==> src/rtl/keypad_scanner.sv <==
// 4x4 matrix keypad scanner: column scan, press/release debounce, and a
// two-deep history of accepted hex codes feeding a dual seven-segment display.
module keypad_scanner #(
  parameter int SCAN_DIV        = 24000,
  parameter int DEBOUNCE_CYCLES = 960000
) (
  input  logic       clk,
  input  logic       reset,
  input  logic [3:0] rows,
  output logic [3:0] cols,
  output logic [3:0] digit_left,
  output logic [3:0] digit_right,
  output logic       new_key
);

  localparam int DW = (SCAN_DIV > 1) ? $clog2(SCAN_DIV) : 1;
  localparam int CW = (DEBOUNCE_CYCLES > 1) ? $clog2(DEBOUNCE_CYCLES) : 1;
  localparam logic [DW-1:0] DWELL_LAST = DW'(SCAN_DIV - 1);
  localparam logic [CW-1:0] CNT_LAST   = CW'(DEBOUNCE_CYCLES - 1);

  typedef enum logic [1:0] {
    SCAN,
    DEBOUNCE,
    HELD,
    RELEASE
  } state_t;

  state_t          state_reg, state_next;
  logic [3:0]      rows_meta_reg;
  logic [3:0]      rs_reg;
  logic [1:0]      col_reg, col_next;
  logic [3:0]      cols_reg, cols_next;
  logic [DW-1:0]   dwell_reg, dwell_next;
  logic [CW-1:0]   cnt_reg, cnt_next;
  logic [3:0]      pat_reg, pat_next;
  logic [1:0]      row_reg, row_next;
  logic [3:0]      left_reg, left_next;
  logic [3:0]      right_reg, right_next;
  logic            new_key_reg, new_key_next;

  logic [3:0]      rs_low;
  logic            one_low;
  logic [1:0]      low_row;

  function automatic logic [3:0] key_code(input logic [1:0] r, input logic [1:0] c);
    logic [3:0] code;
    case ({r, c})
      4'h0:    code = 4'h1;
      4'h1:    code = 4'h2;
      4'h2:    code = 4'h3;
      4'h3:    code = 4'hA;
      4'h4:    code = 4'h4;
      4'h5:    code = 4'h5;
      4'h6:    code = 4'h6;
      4'h7:    code = 4'hB;
      4'h8:    code = 4'h7;
      4'h9:    code = 4'h8;
      4'hA:    code = 4'h9;
      4'hB:    code = 4'hC;
      4'hC:    code = 4'hE;
      4'hD:    code = 4'h0;
      4'hE:    code = 4'hF;
      default: code = 4'hD;
    endcase
    return code;
  endfunction

  // A single low row identifies the key; several low rows in one column are ambiguous.
  assign rs_low  = ~rs_reg;
  assign one_low = (rs_low != 4'd0) && ((rs_low & (rs_low - 4'd1)) == 4'd0);

  always_comb begin
    low_row = 2'd3;
    if (rs_low[0])      low_row = 2'd0;
    else if (rs_low[1]) low_row = 2'd1;
    else if (rs_low[2]) low_row = 2'd2;
  end

  always_comb begin
    state_next   = state_reg;
    col_next     = col_reg;
    dwell_next   = dwell_reg;
    cnt_next     = cnt_reg;
    pat_next     = pat_reg;
    row_next     = row_reg;
    left_next    = left_reg;
    right_next   = right_reg;
    new_key_next = 1'b0;

    case (state_reg)
      SCAN: begin
        if (dwell_reg == DWELL_LAST) begin
          if (one_low) begin
            state_next = DEBOUNCE;
            pat_next   = rs_reg;
            row_next   = low_row;
            cnt_next   = '0;
          end else begin
            col_next   = col_reg + 2'd1;
            dwell_next = '0;
          end
        end else begin
          dwell_next = dwell_reg + DW'(1);
        end
      end

      DEBOUNCE: begin
        if (rs_reg == pat_reg) begin
          if (cnt_reg == CNT_LAST) begin
            state_next   = HELD;
            left_next    = right_reg;
            right_next   = key_code(row_reg, col_reg);
            new_key_next = 1'b1;
          end else begin
            cnt_next = cnt_reg + CW'(1);
          end
        end else begin
          state_next = SCAN;
          dwell_next = '0;
        end
      end

      HELD: begin
        if (rs_reg == 4'hF) begin
          state_next = RELEASE;
          cnt_next   = '0;
        end
      end

      RELEASE: begin
        if (rs_reg != 4'hF) begin
          state_next = HELD;
        end else if (cnt_reg == CNT_LAST) begin
          state_next = SCAN;
          col_next   = col_reg + 2'd1;
          dwell_next = '0;
        end else begin
          cnt_next = cnt_reg + CW'(1);
        end
      end

      default: state_next = SCAN;
    endcase
  end

  // Column drives come straight from flops so the pins never glitch.
  genvar gi;
  generate
    for (gi = 0; gi < 4; gi++) begin : g_col_drive
      assign cols_next[gi] = (col_next != 2'(gi));
    end
  endgenerate

  always_ff @(posedge clk or posedge reset) begin
    if (reset) begin
      rows_meta_reg <= 4'hF;
      rs_reg        <= 4'hF;
      state_reg     <= SCAN;
      col_reg       <= 2'd0;
      cols_reg      <= 4'b1110;
      dwell_reg     <= '0;
      cnt_reg       <= '0;
      pat_reg       <= 4'hF;
      row_reg       <= 2'd0;
      left_reg      <= 4'd0;
      right_reg     <= 4'd0;
      new_key_reg   <= 1'b0;
    end else begin
      rows_meta_reg <= rows;
      rs_reg        <= rows_meta_reg;
      state_reg     <= state_next;
      col_reg       <= col_next;
      cols_reg      <= cols_next;
      dwell_reg     <= dwell_next;
      cnt_reg       <= cnt_next;
      pat_reg       <= pat_next;
      row_reg       <= row_next;
      left_reg      <= left_next;
      right_reg     <= right_next;
      new_key_reg   <= new_key_next;
    end
  end

  assign cols        = cols_reg;
  assign digit_left  = left_reg;
  assign digit_right = right_reg;
  assign new_key     = new_key_reg;

endmodule

==> config.mk <==
export PLATFORM = sky130hd
export DESIGN_NAME = keypad_scanner
export DESIGN_NICKNAME = d
export VERILOG_FILES = /design/src/rtl/keypad_scanner.sv
export SDC_FILE = /design/constraint.sdc
export NUM_CORES = 1
export LEC_CHECK = 0
export ABC_AREA = 1
export ABC_CLOCK_PERIOD_IN_PS = 2300
export CELL_PAD_IN_SITES_DETAIL_PLACEMENT = 0
export CELL_PAD_IN_SITES_GLOBAL_PLACEMENT = 2
export CORE_ASPECT_RATIO = 0.8
export CORE_MARGIN = 4
export CORE_UTILIZATION = 33
export DETAILED_ROUTE_END_ITERATION = 8
export MAX_ROUTING_LAYER = met4
export PLACE_DENSITY = 0.89
export SYNTH_ARGS = -nofsm -noshare
export SYNTH_HDL_FRONTEND = slang
export SYNTH_SLANG_ARGS = --single-unit
==> constraint.sdc <==
create_clock -name clk -period 2.3 [get_ports clk]
set_input_delay 0.69 -clock clk [delete_from_list [all_inputs] [get_ports clk]]
set_output_delay 0.69 -clock clk [all_outputs]
set_load 0.01 [all_outputs]
==> summary.md <==
| Metric | Value |
|---|---|
| Final Hold Vio Count | 0 |
| Top_reg_cell synth | dfrtp_1 |
| Overall Global Routing Usage | 0.1475 |
| Row count | 36 |
| Register area share after synthesis | 0.3984 |
| Via density | 4.681 |
| Leakage | 0.002088 µW |
| Initial DRC count | 188 |
| Fmax achieved | 472.9 MHz |
| Vias in the first global route | 3404 |
| Post-DRT Antenna Nets | 0 |
| Root Buffer | clkbuf_16 |
| Nets | 591 |
| Final TNS setup | 0 ps |
| Post-Synthesis Cells | 548 |
| Area grow syn2layout | 15.79% |
| Internal cell power | 1948 µW |
| Syn Nets | 565 |
| Clk Latency, worst-skew pair | 340 ps |
| Flops & latches, synth | 66 |
| Pre-CTS WS | 14.64 ps |
| Synth Cell Area | 0.004193 mm² |
| Setup CP Type | reg2reg |
| Number of distinct library cells after synthesis | 38 |
| GR Util met3 | 0.03598 |
| Total I/O pin count | 19 |
| First-pass GRT wire length | 16.70 mm |
| Arrival @ worst endpoint | 2380 ps |
| Pwr/cell area | 514.4 mW/mm² |
| Flop pwr share | 0.473 |
| Max cap viols | 0 |
| Pins over their slew limit | 0 |
| Relative slew slack | 0.5905 |
| Fin crit share | 0.9194 |
| # Post-CTS Setup Buffers | 0 |
| Routed wire length | 9.450 mm |
| Mapped Avg Cell Area | 7.651 µm² |
| Pwr Total | 2497 µW |
| Port bufs | 18 |
| Core area | 0.01230 mm² |
| Fin crit period | 2115 ps |
| Clk network pwr share | 0.502 |
| Hold_buf cts | 0 |
| Hold/Removal Path Class | reg2reg |
| Die ar. | 0.01458 mm² |
| Sw Ratio | 0.2199 |
| Fillers | 1267 |
| Unrepaired setup endpoints after global routing | no |
| Clock Skew | 6.548 ps |
| Crit end category | register |
| DRC | 0 |
| Met2 Track Usage GR | 0.2206 |
| Met1 usage in global routing | 0.1986 |
| GPL Wtd Cong | 0.9120 |
| Starting density of the core | 0.3410 |
| Max reg flops | 20 |
| Routed via count | 3511 |
| Wire length per cell | 12.60 µm |
| Initial antenna violation count | 0 |
| Clock H-tree levels | 3 |
| GRT Residual Overflow | 0 |
| Final worst slack | 185.4 ps |
| Cts bufs inserted | 9 |
| Syn. warnings | 0 |
| TritonCTS clock tree | built |
| Setup violations, final | 0 |
| Fin area | 0.004855 mm² |
| DR pass1 iterations | 4 |
| Worst-margin pin slew | 609.5 ps |
| Grt peak-use layer | met2 |
| Post-synth EDFFs | 0 |
| CP Max Fanout | 30 |
| Worst endpoint required time | 2560 ps |
| Maximum number of pins on one net before global-route repair | 67 |
| # diodes | 0 |
| Die Y | 108.8 µm |
| Die X | 134.0 µm |
| Comb power frac | 0.025 |
| CP startpoint kind | register |
| Clock slew at reported path FFs | 60 ps |
| Post-DP HPWL | 6.892 mm |
| Status | completed |
| Placed standard-cell area | 0.004559 mm² |
| Share of layout cells above drive strength 1 | 0.1710 |
| Clock sinks | 66 |
| CTS Buffer Depth | 2 |
| Asr flop ratio synth | 1.000 |
| Worst vdd ir | 0.3239 mV |
| Psw | 549.1 µW |
cells in the mapped netlist, types with 3 or more instances:
master	count	area (µm²)
o21ai_2	15	131.4
dfstp_2	15	394.1
a31o_2	3	26.28
ha_1	11	137.6
nand2_4	3	33.78
nor3_1	15	75.07
clkbuf_1	3	11.26
dfrtp_1	51	1276
nor2_2	5	31.28
nor3_2	3	30.03
nor2_4	4	45.04
buf_6	8	90.09
o21ai_1	6	30.03
nand2_1	174	653.1
xor2_1	21	183.9
inv_2	4	15.01
inv_1	46	172.7
nand3b_1	3	22.52
o21ai_0	16	80.08
nand3_1	30	150.1
nand4_1	20	125.1
or2_2	5	31.28
nand2_2	7	43.79
nor2_1	61	229.0
routing by layer:
| metal | share of wire | vias to the layer above | wire length (µm) |
|---|---|---|---|
| met5 | 0 | - | 0 |
| met4 | 0.015 | 0 | 139 |
| met3 | 0.039 | 12 | 372 |
| met2 | 0.43 | 60 | 4081 |
| met1 | 0.51 | 1632 | 4856 |
| li1 | - | 1807 | - |
per-stage QoR:
| stage | utilization | hold WS (ps) | std cells |
|---|---|---|---|
| floorplan | - | 345.2 | 548 |
| detailed placement | 0.3708 | 347.8 | 734 |
| global route | 0.3948 | 361.0 | 750 |
| finish | 0.3948 | 354.1 | 750 |
| CTS | 0.3934 | 355.2 | 750 |
| global placement | 0.3708 | 348.1 | 734 |
worst paths after layout:
check | depth (start not counted) | from | slack, ps | to
max in group asynchronous | 3 | reset | 1170 | cols[1]
min in group asynchronous | 3 | reset | 790 | cnt_reg[6]
worst max register to register | 10 | dwell_reg[0] | 190 | dwell_reg[12]
worst min register to register | 0 | rows_meta_reg[2] | 350 | rs_reg[2]
worst max-delay path | 10 | dwell_reg[0] | 190 | dwell_reg[12]
worst min-delay path | 0 | rows_meta_reg[2] | 350 | rs_reg[2]
power by group through the flow:
stage	logic [µW]	registers, µW	clock network (µW)
6_report	62.1	1180	1250
3_5_place_dp	64.4	1200	0
5_1_grt	71.6	1180	1350
4_1_cts	65.0	1180	1290
3_3_place_gp	62.7	1200	0
2_1_floorplan	39.1	1200	0
cell families after synthesis:
kind of cell,count (synthesis),share of synthesized area
buffers and inverters,65,0.07729
flip-flops,66,0.3984
AO/OA/AOI/OAI,48,0.07789
adder cells (fa/ha/maj),11,0.03283
XOR/XNOR,21,0.04387
AND/OR/NAND/NOR,337,0.3697
placed cells by master (no fill, tap or decap), types with 6 or more instances in the layout:
cell type,count
nand2_1,174
nor3_1,15
nor2_1,60
nand3_1,30
nand2_2,7
clkdlybuf4s50_1,18
o21ai_2,15
clkbuf_16,9
nand4_1,20
inv_1,45
o21ai_0,16
o21ai_1,6
ha_1,11
dfstp_2,15
dfrtp_1,51
buf_4,11
xor2_1,21
layout make-up:
| cell class | instances | area (µm²) | share of cell area |
|---|---|---|---|
| Tap cell | 171 | 214.0 | 0.04407 |
| Clock inverter | 5 | 30.03 | 0.006186 |
| Inverter | 50 | 191.4 | 0.03943 |
| Multi-Input combinational cell | 417 | 2223 | 0.4580 |
| Sequential cell | 66 | 1670 | 0.3441 |
| Timing Repair Buffer | 30 | 282.8 | 0.05825 |
| Clock buffer | 11 | 242.7 | 0.05000 |
repair_timing:
item                                    4_1_cts  5_1_grt
gates cloned                                  0        0
resized for setup                             1        2
endpoints found under the setup margin        1       35
critical path: stages, from the launching register on:
cell and delay, ps:
dfrtp_1 440, ha_1 240, nand2_1 120, nor2_2 200
nand3_2 140, buf_4 180, nor3_4 200, nor2_2 110
nand2_8 220, nand2_1 110, o21ai_2 60
Power figures use the tool's default switching activity.
